### config.mk
export PLATFORM = sky130hd
export DESIGN_NAME = traffic_sig_monitor_flat
export DESIGN_NICKNAME = d
export VERILOG_FILES = /design/src/rtl/traffic_sig_monitor_if.sv /design/src/rtl/traffic_sig_monitor.sv /design/src/flat_wrapper.sv
export SDC_FILE = /design/constraint.sdc
export NUM_CORES = 1
export LEC_CHECK = 0
export BUFFER_PORTS_ARGS = -buffer_cell sky130_fd_sc_hd__buf_2
export CAP_MARGIN = 30
export CORE_ASPECT_RATIO = 1.75
export CORE_MARGIN = 2
export CORE_UTILIZATION = 37
export CTS_BUF_LIST = sky130_fd_sc_hd__clkbuf_8
export DETAILED_ROUTE_END_ITERATION = 7
export PLACE_DENSITY = 0.55
export SYNTH_ARGS = -nofsm -noshare
export SYNTH_HDL_FRONTEND = slang
export SYNTH_SLANG_ARGS = --single-unit
### constraint.sdc
create_clock -name clk_i -period 3.43 [get_ports clk_i]
set_input_delay 0.5145 -clock clk_i [delete_from_list [all_inputs] [get_ports clk_i]]
set_output_delay 0.5145 -clock clk_i [all_outputs]
set_load 0.005 [all_outputs]
### src/rtl/traffic_sig_monitor_if.sv
// Observation bundle between a traffic-light controller and its passive monitor.
// The controller side drives the lamp states; the monitor side reports faults.
interface traffic_sig_monitor_if;
  logic [1:0] main_sig;
  logic [1:0] cntry_sig;
  logic       car_on;
  logic       fault;
  logic [2:0] fault_code;
  logic [3:0] err_cnt;

  modport master (
    output main_sig, cntry_sig, car_on,
    input  fault, fault_code, err_cnt
  );

  modport slave (
    input  main_sig, cntry_sig, car_on,
    output fault, fault_code, err_cnt
  );
endinterface

### src/rtl/traffic_sig_monitor.sv
// Passive safety monitor for a highway / country-road light pair: flags conflicts,
// bad encodings, illegal sequencing, short yellows, missing all-red gaps and starvation.
module traffic_sig_monitor #(
  parameter int unsigned Y_MIN    = 3,
  parameter int unsigned R2G_MIN  = 2,
  parameter int unsigned WAIT_MAX = 32
) (
  input  logic                  clk_i,
  input  logic                  clear_i,
  traffic_sig_monitor_if.slave  mon
);

  typedef enum logic [1:0] {INIT, RUN, FAULTED} state_e;

  localparam logic [1:0] RED = 2'd0;
  localparam logic [1:0] YEL = 2'd1;
  localparam logic [1:0] GRN = 2'd2;
  localparam logic [1:0] BAD = 2'd3;

  localparam logic [7:0] Y_MIN_C   = 8'(Y_MIN);
  localparam logic [7:0] R2G_MIN_C = 8'(R2G_MIN);
  localparam logic [7:0] WAIT_C    = 8'(WAIT_MAX);

  localparam logic [2:0] C_NONE     = 3'd0;
  localparam logic [2:0] C_CONFLICT = 3'd1;
  localparam logic [2:0] C_ENCODE   = 3'd2;
  localparam logic [2:0] C_TRANS    = 3'd3;
  localparam logic [2:0] C_SHORTY   = 3'd4;
  localparam logic [2:0] C_NOGAP    = 3'd5;
  localparam logic [2:0] C_STARVE   = 3'd6;

  state_e     state_q, state_d;
  logic       fault_q, fault_d;
  logic [2:0] code_q, code_d;
  logic [3:0] err_q, err_d;
  logic [7:0] starve_q, starve_d;

  // Road 0 is the highway, road 1 the country road.
  logic [1:0] sig       [2];
  logic [1:0] prev_q    [2];
  logic [7:0] dwell_q   [2];
  logic [7:0] dwell_d   [2];
  logic [1:0] bad_trans;
  logic [1:0] short_y;
  logic [1:0] no_gap;

  assign sig[0] = mon.main_sig;
  assign sig[1] = mon.cntry_sig;

  function automatic logic legal_step(input logic [1:0] from, input logic [1:0] to);
    return (from == RED && to == GRN) || (from == GRN && to == YEL) ||
           (from == YEL && to == RED);
  endfunction

  function automatic logic [7:0] sat_inc8(input logic [7:0] v);
    return (v == 8'hFF) ? v : v + 8'd1;
  endfunction

  for (genvar r = 0; r < 2; r++) begin : g_road
    localparam int O = 1 - r;
    logic chg;

    // Checks use the dwell held before this sample, i.e. samples already spent in prev value.
    always_comb begin
      chg          = (sig[r] != prev_q[r]);
      dwell_d[r]   = chg ? 8'd1 : sat_inc8(dwell_q[r]);
      bad_trans[r] = chg && !legal_step(prev_q[r], sig[r]);
      short_y[r]   = chg && (prev_q[r] == YEL) && (sig[r] == RED) && (dwell_q[r] < Y_MIN_C);
      no_gap[r]    = chg && (prev_q[r] == RED) && (sig[r] == GRN) &&
                     !((prev_q[O] == RED) && (dwell_q[O] >= R2G_MIN_C));
    end

    always_ff @(posedge clk_i) begin
      if (clear_i) begin
        prev_q[r]  <= RED;
        dwell_q[r] <= 8'd0;
      end else begin
        prev_q[r]  <= sig[r];
        dwell_q[r] <= dwell_d[r];
      end
    end
  end

  logic       conflict, illegal, waiting, starve_hit, trans_en, viol;
  logic [2:0] code_now;

  always_comb begin
    conflict   = (sig[0] != RED) && (sig[1] != RED);
    illegal    = (sig[0] == BAD) || (sig[1] == BAD);
    waiting    = mon.car_on && (sig[1] == RED);
    starve_d   = waiting ? sat_inc8(starve_q) : 8'd0;
    // Fire only on the sample that reaches the limit, once per waiting episode.
    starve_hit = waiting && (starve_d == WAIT_C) && (starve_q != WAIT_C);
    trans_en   = (state_q != INIT);

    code_now = C_NONE;
    if (conflict)                    code_now = C_CONFLICT;
    else if (illegal)                code_now = C_ENCODE;
    else if (trans_en && |bad_trans) code_now = C_TRANS;
    else if (trans_en && |short_y)   code_now = C_SHORTY;
    else if (trans_en && |no_gap)    code_now = C_NOGAP;
    else if (starve_hit)             code_now = C_STARVE;
    viol = (code_now != C_NONE);
  end

  always_comb begin
    state_d = state_q;
    fault_d = fault_q;
    code_d  = code_q;
    err_d   = err_q;
    case (state_q)
      INIT:    state_d = viol ? FAULTED : RUN;
      RUN:     state_d = viol ? FAULTED : RUN;
      FAULTED: state_d = FAULTED;
      default: state_d = INIT;
    endcase
    if (viol) begin
      fault_d = 1'b1;
      if (!fault_q)       code_d = code_now;
      if (err_q != 4'hF)  err_d  = err_q + 4'd1;
    end
  end

  always_ff @(posedge clk_i) begin
    if (clear_i) begin
      state_q  <= INIT;
      fault_q  <= 1'b0;
      code_q   <= C_NONE;
      err_q    <= 4'd0;
      starve_q <= 8'd0;
    end else begin
      state_q  <= state_d;
      fault_q  <= fault_d;
      code_q   <= code_d;
      err_q    <= err_d;
      starve_q <= starve_d;
    end
  end

  assign mon.fault      = fault_q;
  assign mon.fault_code = code_q;
  assign mon.err_cnt    = err_q;

endmodule

### src/flat_wrapper.sv
// flat-port wrapper written by rule: the top's interface ports become plain ports
module traffic_sig_monitor_flat 
#(
  parameter int unsigned Y_MIN    = 3,
  parameter int unsigned R2G_MIN  = 2,
  parameter int unsigned WAIT_MAX = 32
)
  (clk_i, clear_i, mon_main_sig, mon_cntry_sig, mon_car_on, mon_fault, mon_fault_code, mon_err_cnt);
  traffic_sig_monitor_if mon_i ();
  input  logic clk_i;
  input  logic clear_i;
  input wire logic [$bits(mon_i.main_sig)-1:0] mon_main_sig;
  input wire logic [$bits(mon_i.cntry_sig)-1:0] mon_cntry_sig;
  input wire logic [$bits(mon_i.car_on)-1:0] mon_car_on;
  output wire logic [$bits(mon_i.fault)-1:0] mon_fault;
  output wire logic [$bits(mon_i.fault_code)-1:0] mon_fault_code;
  output wire logic [$bits(mon_i.err_cnt)-1:0] mon_err_cnt;
  assign mon_i.main_sig = mon_main_sig;
  assign mon_i.cntry_sig = mon_cntry_sig;
  assign mon_i.car_on = mon_car_on;
  assign mon_fault = mon_i.fault;
  assign mon_fault_code = mon_i.fault_code;
  assign mon_err_cnt = mon_i.err_cnt;
  traffic_sig_monitor #(.Y_MIN(Y_MIN), .R2G_MIN(R2G_MIN), .WAIT_MAX(WAIT_MAX)) u_core (.clk_i(clk_i), .clear_i(clear_i), .mon(mon_i));
endmodule
==> impl_metrics.csv <==
group,metric,value,unit
synth,yosys.area_share.xor_xnor,0.0448,
setup_path,crit_arrival,2.69,ns
clock_network,cts_setup_buffers,0,
routing,routed_wl,4980,microns
flow_run,cap_violations,0,
power_and_ir_drop,irDropWorstVdd,0.208,mV
layout,area_growth_syn_to_layout,9.24,%
floorplan,dieWidth,61.7,microns
synth,synth-seq-area-share,0.353,
synth,postSynth.asyncResetShare,0,
clock_network,cts_tree,"yes",
power_and_ir_drop,total_power,0.916,mW
setup_path,rrSetupSlack,0.93,ns
sta,rsz0062_at_grt,"false",
synth,synth_cells,260,
clock_network,ctsHoldBuffers,0,
layout,nNetsFinal,284,
sta,finalHoldViolCount,0,
synth,synth_top_family_by_area,"simple AND/OR/NAND/NOR gates",
floorplan,fp-row-count,36,
setup_path,crit_family,"simple AND/OR/NAND/NOR gates",
clock_network,cts_buffers,5,
routing,post_drt_via_cell_ratio,5.50,
routing,remaining_drc_errors,0,
layout,antennaDiodeCount,0,
outcome,status,"finished clean",
synth,ys_types,56,
routing,wire_per_inst,14.4,microns
synth,syn_area,0.00215,sq mm
setup_path,cp_num_buf_inv,0,
placed_design,gp_congestion,0.772,
routing,first_iter_violations,74,
routing,first_pass_iters,4,
clock_network,clk_pin_slew_worst_paths,0.08,ns
synth,synth_top_area_cell,"dfxtp_1",
sta,fin_crit_sh,0.729,
layout,drive_gt1_frac,0.0996,
layout,fillers,628,
grt,antenna_found_initial,0,
setup_path,reg2reg_from,"u_core.starve_q[0]",
power_and_ir_drop,seq_power_share,0.520,
synth,ys_ff_latch,38,
power_and_ir_drop,power_frac_comb,0.123,
clock_network,h-tree-depth,2,
floorplan,coreArea,0.00559,sq mm
sta,worst_pin_slew,0.477,ns
synth,synth-edff-count,0,
synth,synth_flop_cell,"dfxtp_1",
synth,synth_top_area_share,0.353,
setup_path,crit_start,"u_core.starve_q[0]",
grt,grt_pass1_wl,8070,microns
min_path,hp-class,"reg -> reg",
sta,drv_slew,0,
setup_path,critPathKind,"reg -> reg",
setup_path,critPathSlowestCell,"or4b_4",
clock_network,cts_sinks,38,
synth,yosys-top-cells-area,"dfxtp_1 (35%), nor2_1 (6.6%), ha_1 (4.1%)",
sta,skew,0.00515,ns
sta,max_slew_margin,0.682,
floorplan,initial_core_util,0.385,
synth,synth-simple-area-share,0.297,
grt,grt_usage,0.165,
setup_path,worst-path-stages,7,
grt,grt_pass1_vias,1830,
setup_path,r2r-end,"u_core.mon.err_cnt[0]",
clock_network,insertion_delay,0.29,ns
sta,finalSetupViolations,0,
routing,final_antenna_net_count,0,
setup_path,required,3.62,ns
sta,min_period,2.50,ns
grt,overflow,0,
clock_network,cts_buffer_depth,2,
floorplan,die_height,105,microns
power_and_ir_drop,p_int,0.665,mW
placed_design,place.detailed.hpwl,3800,microns
setup_path,end_kind,"flop",
synth,synth_mux_area_frac,0.0145,
synth,syn_area_per_cell,8.28,sq um
synth,ys_warn_count,0,
sta,max_freq,0.400,GHz
placed_design,port_buffers,14,
sta,setup-tns-final,0,ns
routing,vias,1908,
clock_network,cts_resized,0,
setup_path,r2r_cells,7,
layout,layout.area.seq,761,sq um
power_and_ir_drop,leakage,0.866,nW
power_and_ir_drop,switching_share,0.274,
setup_path,max_stage_delay,0.55,ns
synth,synthesis.nets,274,
floorplan,dieArea,0.00647,sq mm
clock_network,clockRootBuffer,"clkbuf_8",
setup_path,path_cells,"ha_1, and4_1, or4b_4, o2111ai_2, o2111ai_4, a31oi_4, mux2_1",
layout,multi_input_area,0.00130,sq mm
grt,grt_max_degree,19,
synth,synth_compound_area_frac,0.206,
power_and_ir_drop,netSwitchingPower,0.251,mW
power_and_ir_drop,p_clk_frac,0.357,
floorplan,ios,15,
power_and_ir_drop,power_density,389,mW/mm^2
setup_path,critPathCapture,"u_core.mon.err_cnt[0]",
setup_path,startpoint_type,"flop",
setup_path,cp_max_fo,7,
synth,synth_fa_ha_area_frac,0.0407,
==> final cells by class <==
class                      instances  share of cell area
multi-input combinational        201               0.551
sequential                        38               0.324
tap                               76              0.0404
clock buffer                       6              0.0351
timing repair buffer              14              0.0298
inverter                          10              0.0160
clock inverter                     2             0.00373
==> cells in the mapped netlist (all sizes together), types with 2 or more instances <==
library cell,number
and3,9
o2111a,2
a21boi,2
o211a,2
dfxtp,38
o2111ai,2
or2,2
nor2,38
or4b,2
o21ai,9
nor2b,11
ha,7
nand2,15
a211oi,3
o2bb2ai,2
or3,3
a311oi,2
a31oi,4
clkbuf,7
nor3,13
inv,10
o31ai,2
nor3b,3
buf,4
a21o,2
xor2,4
xnor2,7
a221oi,4
o21a,2
or4,2
nand3,11
mux2i,2
nand4,5
nor4b,2
a21oi,13
nor4,3
==> power by group through the flow <==
stage	registers (mW)	clock network (mW)	logic [mW]
after detailed placement	0.487	0	0.113
after CTS	0.476	0.334	0.114
after global routing	0.479	0.352	0.127
after global placement	0.486	0	0.113
after floorplan	0.483	0	0.0812
final	0.476	0.327	0.112
==> cell families (layout without fill, tap and decap cells) <==
logic type	after synthesis	count (layout)
xor+xnor	11	11
compound gates	57	57
fa+ha+maj	7	7
buf+inv	21	32
simple gates	123	123
flops	38	38
mux	3	3
==> registers in the layout, summed over array words and instances, names as in the netlist <==
name / count
u_core.prev_q: 4
u_core.mon.fault: 1
u_core.mon.err_cnt: 4
u_core.mon.fault_code: 3
u_core.dwell_q: 16
u_core.starve_q: 8
u_core.state_q: 2
==> worst min-delay path, delay by kind of cell (launching register included) <==
family / cells / cell delay [ns]
flip-flops: 1 / 0.32
AO/OA/AOI/OAI: 1 / 0.05
AND/OR/NAND/NOR: 1 / 0.05
==> worst min-delay path by stage <==
stage / cells past startpoint / slack, ns / start / endpoint
after floorplan: 1 / 0.44 / u_core.state_q[1] / u_core.state_q[0]
after global placement: 2 / 0.45 / u_core.mon.fault_code[1] / u_core.mon.fault_code[1]
after detailed placement: 2 / 0.46 / u_core.mon.fault_code[1] / u_core.mon.fault_code[1]
after CTS: 2 / 0.47 / u_core.mon.fault_code[1] / u_core.mon.fault_code[1]
after global routing: 2 / 0.48 / u_core.mon.fault_code[1] / u_core.mon.fault_code[1]
final: 2 / 0.46 / u_core.mon.fault_code[1] / u_core.mon.fault_code[1]
==> through the flow <==
step	utilization	instances	setup WS [ns]	cell area (sq um)	hold slack (ns)
after floorplan	-	260	1.03	2150	0.442
after global placement	0.405	339	0.890	2260	0.448
after detailed placement	0.405	339	0.867	2260	0.458
after CTS	0.421	347	0.923	2350	0.468
after global routing	0.421	347	0.824	2350	0.478
final	0.421	347	0.928	2350	0.464
==> layout by cell type (no fill, tap or decap), drive strengths merged, types with 2 or more instances in the layout <==
| master | Yosys | final |
|---|---|---|
| a21boi | 2 | 2 |
| nand2 | 15 | 15 |
| nor2 | 38 | 38 |
| ha | 7 | 7 |
| nor4b | 2 | 2 |
| or4 | 2 | 2 |
| o2111a | 2 | 2 |
| nand3 | 11 | 11 |
| nor3b | 3 | 3 |
| mux2i | 2 | 2 |
| nand4 | 5 | 5 |
| or3 | 3 | 3 |
| xor2 | 4 | 4 |
| a21o | 2 | 2 |
| buf | 4 | 14 |
| xnor2 | 7 | 7 |
| o2bb2ai | 2 | 2 |
| o21ai | 9 | 9 |
| o31ai | 2 | 2 |
| and3 | 9 | 9 |
| inv | 10 | 11 |
| a311oi | 2 | 2 |
| clkbuf | 7 | 6 |
| or4b | 2 | 2 |
| a211oi | 3 | 3 |
| o2111ai | 2 | 2 |
| o211a | 2 | 2 |
| o21a | 2 | 2 |
| nor3 | 13 | 13 |
| a31oi | 4 | 4 |
| a21oi | 13 | 13 |
| nor2b | 11 | 11 |
| dfxtp | 38 | 38 |
| a221oi | 4 | 4 |
| nor4 | 3 | 3 |
| or2 | 2 | 2 |
==> metal layers <==
layer	share of wire	track usage	vias to the layer above	wire length (microns)
li1	-	-	970	-
met1	0.40	0.160	911	1980
met2	0.56	0.314	20	2800
met3	0.017	0.0260	7	86
met4	0.022	0.0684	0	111
met5	0	0	-	0
Note: power is estimated with default switching activity, not from simulation.
